[config.mk]
export PLATFORM = sky130hd
export DESIGN_NAME = cpu_clk_stepper
export DESIGN_NICKNAME = d
export VERILOG_FILES = /design/src/rtl/cpu_clk_stepper.sv
export SDC_FILE = /design/constraint.sdc
export NUM_CORES = 1
export LEC_CHECK = 0
export ABC_AREA = 0
export CAP_MARGIN = 20
export CORE_MARGIN = 2
export CORE_UTILIZATION = 30
export CTS_BUF_LIST = sky130_fd_sc_hd__clkbuf_8
export DETAILED_ROUTE_END_ITERATION = 8
export DONT_BUFFER_PORTS = 1
export GPL_TIMING_DRIVEN = 1
export PLACE_DENSITY = 0.47
export SLEW_MARGIN = 20
export SYNTH_ARGS = -nofsm -noshare
export SYNTH_HDL_FRONTEND = slang
export SYNTH_SLANG_ARGS = --single-unit
[constraint.sdc]
create_clock -name sysclk -period 2.4 [get_ports sysclk]
set_input_delay 0.48 -clock sysclk [delete_from_list [all_inputs] [get_ports sysclk]]
set_output_delay 0.48 -clock sysclk [all_outputs]
set_load 0.01 [all_outputs]
[src/rtl/cpu_clk_stepper.sv]
// Run/single-step CPU clock controller: synchronizes and debounces run/step inputs, emits a divided cpu_clk.
// Optional cycle counter enabled by defining STEPPER_CYCLE_COUNT_EN (otherwise cycle_count is tied to zero).
module cpu_clk_stepper #(
  parameter int DIV_HALF        = 5,
  parameter int DEBOUNCE_CYCLES = 16,
  parameter int CNT_W           = 16
) (
  input  logic             sysclk,
  input  logic             reset,
  input  logic             run_sw,
  input  logic             step_btn,
  output logic             cpu_clk,
  output logic             cpu_clk_rise,
  output logic             halted,
  output logic [CNT_W-1:0] cycle_count
);

  localparam int DIV_W = (DIV_HALF > 1) ? $clog2(DIV_HALF) : 1;
  localparam int DB_W  = $clog2(DEBOUNCE_CYCLES);
  localparam logic [DIV_W-1:0] DIV_LAST = DIV_W'(DIV_HALF - 1);
  localparam logic [DB_W-1:0]  DB_LAST  = DB_W'(DEBOUNCE_CYCLES - 1);

  typedef enum logic [1:0] {
    IDLE = 2'd0,
    RUN  = 2'd1,
    STEP = 2'd2
  } state_t;

  // bit 0 = run switch, bit 1 = step button
  logic [1:0]            raw_s;
  logic [1:0]            meta_r;
  logic [1:0]            sync_r;
  logic [1:0]            db_r;
  logic [1:0][DB_W-1:0]  dbc_r;
  logic                  step_db_d_r;
  logic                  run_db_s;
  logic                  step_req_s;

  state_t                state_r;
  state_t                state_nxt_s;
  logic [DIV_W-1:0]      div_cnt_r;
  logic [DIV_W-1:0]      div_nxt_s;
  logic                  tick_s;
  logic                  clk_nxt_s;
  logic                  rise_s;

  assign raw_s      = {step_btn, run_sw};
  assign run_db_s   = db_r[0];
  assign step_req_s = db_r[1] & ~step_db_d_r;
  assign rise_s     = tick_s & ~cpu_clk;

  // Two-flop synchronizers for both raw inputs
  always_ff @(posedge sysclk or negedge reset) begin
    if (!reset) begin
      meta_r <= 2'b00;
      sync_r <= 2'b00;
    end else begin
      meta_r <= raw_s;
      sync_r <= meta_r;
    end
  end

  // Debounce: accept a new level only after it has disagreed for DEBOUNCE_CYCLES cycles
  always_ff @(posedge sysclk or negedge reset) begin
    if (!reset) begin
      db_r        <= 2'b00;
      dbc_r       <= '0;
      step_db_d_r <= 1'b0;
    end else begin
      step_db_d_r <= db_r[1];
      for (int i = 0; i < 2; i++) begin
        if (sync_r[i] == db_r[i]) begin
          dbc_r[i] <= '0;
        end else if (dbc_r[i] == DB_LAST) begin
          db_r[i]  <= sync_r[i];
          dbc_r[i] <= '0;
        end else begin
          dbc_r[i] <= dbc_r[i] + DB_W'(1);
        end
      end
    end
  end

  // Next-state, divider and clock-level logic
  always_comb begin
    state_nxt_s = state_r;
    clk_nxt_s   = cpu_clk;
    div_nxt_s   = '0;
    tick_s      = (state_r != IDLE) && (div_cnt_r == DIV_LAST);
    case (state_r)
      IDLE: begin
        clk_nxt_s = 1'b0;
        if (run_db_s) begin
          state_nxt_s = RUN;
        end else if (step_req_s) begin
          state_nxt_s = STEP;
        end else begin
          state_nxt_s = IDLE;
        end
      end
      RUN: begin
        if (tick_s) begin
          clk_nxt_s = ~cpu_clk;
          // only stop on a falling edge so a started period always completes
          if (cpu_clk && !run_db_s) begin
            state_nxt_s = IDLE;
          end else begin
            state_nxt_s = RUN;
          end
        end else begin
          div_nxt_s = div_cnt_r + DIV_W'(1);
        end
      end
      STEP: begin
        if (tick_s) begin
          clk_nxt_s = ~cpu_clk;
          if (cpu_clk) begin
            state_nxt_s = IDLE;
          end else begin
            state_nxt_s = STEP;
          end
        end else begin
          div_nxt_s = div_cnt_r + DIV_W'(1);
        end
      end
      default: begin
        state_nxt_s = IDLE;
        clk_nxt_s   = 1'b0;
      end
    endcase
  end

  // State, divider and registered clock outputs
  always_ff @(posedge sysclk or negedge reset) begin
    if (!reset) begin
      state_r      <= IDLE;
      div_cnt_r    <= '0;
      cpu_clk      <= 1'b0;
      cpu_clk_rise <= 1'b0;
      halted       <= 1'b1;
    end else begin
      state_r      <= state_nxt_s;
      div_cnt_r    <= div_nxt_s;
      cpu_clk      <= clk_nxt_s;
      cpu_clk_rise <= rise_s;
      halted       <= (state_nxt_s == IDLE);
    end
  end

`ifdef STEPPER_CYCLE_COUNT_EN
  logic [CNT_W-1:0] count_r;

  // Rising-edge counter, wraps naturally
  always_ff @(posedge sysclk or negedge reset) begin
    if (!reset) begin
      count_r <= '0;
    end else if (rise_s) begin
      count_r <= count_r + CNT_W'(1);
    end else begin
      count_r <= count_r;
    end
  end

  assign cycle_count = count_r;
`else
  assign cycle_count = '0;
`endif

endmodule

==> metrics.cfg <==
[critical_path]
worstSetupEndpointType=register
r2r_slack_ps=900
required_ps=2610
start_kind=register
cp.arrival_ps=1710
crit_path_max_fanout=6
critPathKind=register to register

[clock_tree]
cts_setup_buffers=0
holdBufCountCts=1
clkTransAtPathRegs_ps=90
cts.sink_count=23
ctsResizeCount=0
cts_max_level=1
cts_made_buffers=3
cts_tree=done
clockBufferDepth=2
insertion_delay_ps=260
cts_root_buffer=clkbuf_8

[synthesis]
yosys.area_share.simple_pct=13.0
synth_area_leaders=dfrtp_1 (49%), buf_4 (11%), ha_1 (8.8%)
yosysTopAreaCellShare_pct=48.6
avgSynthCellArea_sq_um=12.0
mappedNetlistArea_sq_um=1130
synth_top_family_by_area=simple AND/OR/NAND/NOR gates
synth_warnings=0
synth_compound_gate_area_share_pct=9.50
synthXorXnorAreaFrac_pct=3.09
muxShareOfSynthArea_pct=1.99
synthAdderAreaFrac_pct=8.84
ys_seq_area_share_pct=50.9
syn-instance-count=94
synth_cell_types=30
synth_seq_cells=23
synth.largest_area_cell=dfrtp_1

[routing]
drt-pass1-iter-count=4
ant_nets=0
wirelength_um=1630
wl_per_cell_um=11.2
vias_per_cell=4.23
first_iter_violations=24
vias=618
drc=0

[placement]
postPlaceCellArea_sq_um=1130
gp_congestion=0.780
dpl.hpwl_um=1170
pre_cts_ws_ps=920
numPortBuffers=0

[finish]
nets=111
final_util_pct=32.5
multi_input_area_sq_um=473
seqCellArea_sq_um=577
n_antenna_cell=0
area_delta_synth_final_pct=4.20
final_area_sq_um=1180
drive_above_1_share_pct=15.3
fillers=374

[floorplanning]
ios=23
rows=22
core-area_sq_um=3630
initial_core_util_pct=31.2
dieArea_sq_um=4280
die_w_um=65.4
die_y_um=65.4

[sta]
setup_slack_ps=903
setup_tns_ps=0
max_freq_mhz=668
finalHoldViolations=0
finalSetupViolations=0
finClkSkew_ps=4.15
slew_viol_final=0
fin_crit_sh_pct=62.4
rsz0062_at_grt=no
fin_crit_ps=1500

[pwr]
power_frac_clock_pct=33.9
seqPwrFrac_pct=58.4
power.leakage_uw=0.000553
power.switching_uw=172
power_density_nw_per_um2=602
p_total_uw=710
power_frac_comb_pct=7.7
peakVddDrop_mv=0.215
p_sw_share_pct=24.2
p_int_uw=538

[global_route]
track_usage_pct=8.59
grt_pass1_wl_um=2780
antenna_found_initial=0
grt_pass1_vias=632
overflow=0
grt_start_max_net_pins=23

[flow_run]
drv_cap=0

[worst_hold_path]
holdCritPathClass=input pin to asynchronous set/reset pin

[outcome]
outcome=finished, final reports clean

## cells by family after synthesis
| family | count (synthesis) |
|---|---|
| flip-flops | 23 |
| AND/OR/NAND/NOR | 21 |
| buffers and inverters | 21 |
| AO/OA/AOI/OAI | 14 |
| adder cells (fa/ha/maj) | 8 |
| XOR/XNOR | 4 |
| multiplexers | 2 |
| other | 1 |
## layout make-up
type / instances / share of cell area (%)
clock buffer: 3 / 3.50
clock inverter: 1 / 0.424
inverter: 5 / 1.59
multi-input combinational: 65 / 40.1
sequential: 23 / 48.9
tap: 48 / 5.09
timing repair buffer: 1 / 0.424
## worst paths after layout
| kind | from | to | cells past startpoint |
|---|---|---|---|
| worst max-delay path | state_r[0] | halted | 5 |
| worst min-delay path | reset | halted | 0 |
| worst max register to register | state_r[0] | halted | 5 |
| worst min register to register | meta_r[1] | sync_r[1] | 0 |
| max in group asynchronous | reset | dbc_r[7] | 1 |
| min in group sysclk | run_sw | meta_r[0] | 0 |
## Yosys cell counts (all sizes together)
| cell | number |
|---|---|
| and4bb | 2 |
| a31oi | 1 |
| ha | 8 |
| nand4b | 1 |
| and2 | 2 |
| o21a | 2 |
| a21o | 1 |
| dfrtp | 22 |
| or2 | 1 |
| nor2 | 3 |
| nor2b | 4 |
| conb | 1 |
| a311oi | 1 |
| nand3 | 3 |
| and3 | 1 |
| inv | 5 |
| o21ai | 1 |
| a31o | 2 |
| a21oi | 4 |
| o21bai | 1 |
| nand3b | 1 |
| mux2 | 2 |
| nor3b | 3 |
| xnor2 | 4 |
| dfstp | 1 |
| buf | 16 |
| a32oi | 1 |
## cell usage in the layout, fill, tap and decap left out, drive strengths merged, types with 2 or more instances in the layout
master and count:
and4bb 2, nor3b 3, conb 16, mux2 2, clkbuf 3, xnor2 4
a21oi 4, nor2 3, nor2b 4, inv 5, o21a 2, nand3 3
dfrtp 22, a31o 2, ha 8, and2 2
## worst max-delay path, stage by stage (launching register included)
cell,delay [ps]
dfrtp_1,420
inv_1,90
ha_1,250
nand3b_1,260
a32oi_2,270
a31o_1,170
## registers in the layout, indices dropped and copies added (netlist names)
register	count
div_cnt_r	3
meta_r	2
sync_r	2
state_r	2
halted	1
dbc_r	8
cpu_clk	1
step_db_d_r	1
db_r	2
cpu_clk_rise	1
## per-stage QoR
stage	instances	hold slack, ps
2_1_floorplan	109	184
3_3_place_gp	141	185
3_5_place_dp	141	185
4_1_cts	146	42.2
5_1_grt	146	28.3
6_report	146	48.6
## power by group through the flow
stage / Clock (uW) / Combinational, uW / Sequential (uW)
6_report: 241 / 54.6 / 415
5_1_grt: 273 / 63.9 / 417
4_1_cts: 256 / 56.0 / 415
3_5_place_dp: 0 / 46.7 / 422
3_3_place_gp: 0 / 47.0 / 422
2_1_floorplan: 0 / 61.0 / 420
## metal layers
| metal | GRT usage [%] | part of all wire [%] | vias up |
|---|---|---|---|
| met2 | 13.8 | 45 | 20 |
| met3 | 2.40 | 5.5 | 2 |
| li1 | - | - | 294 |
| met5 | 0 | 0 | - |
| met4 | 3.91 | 1.2 | 0 |
| met1 | 10.7 | 48 | 302 |
Power figures use the tool's default switching activity.
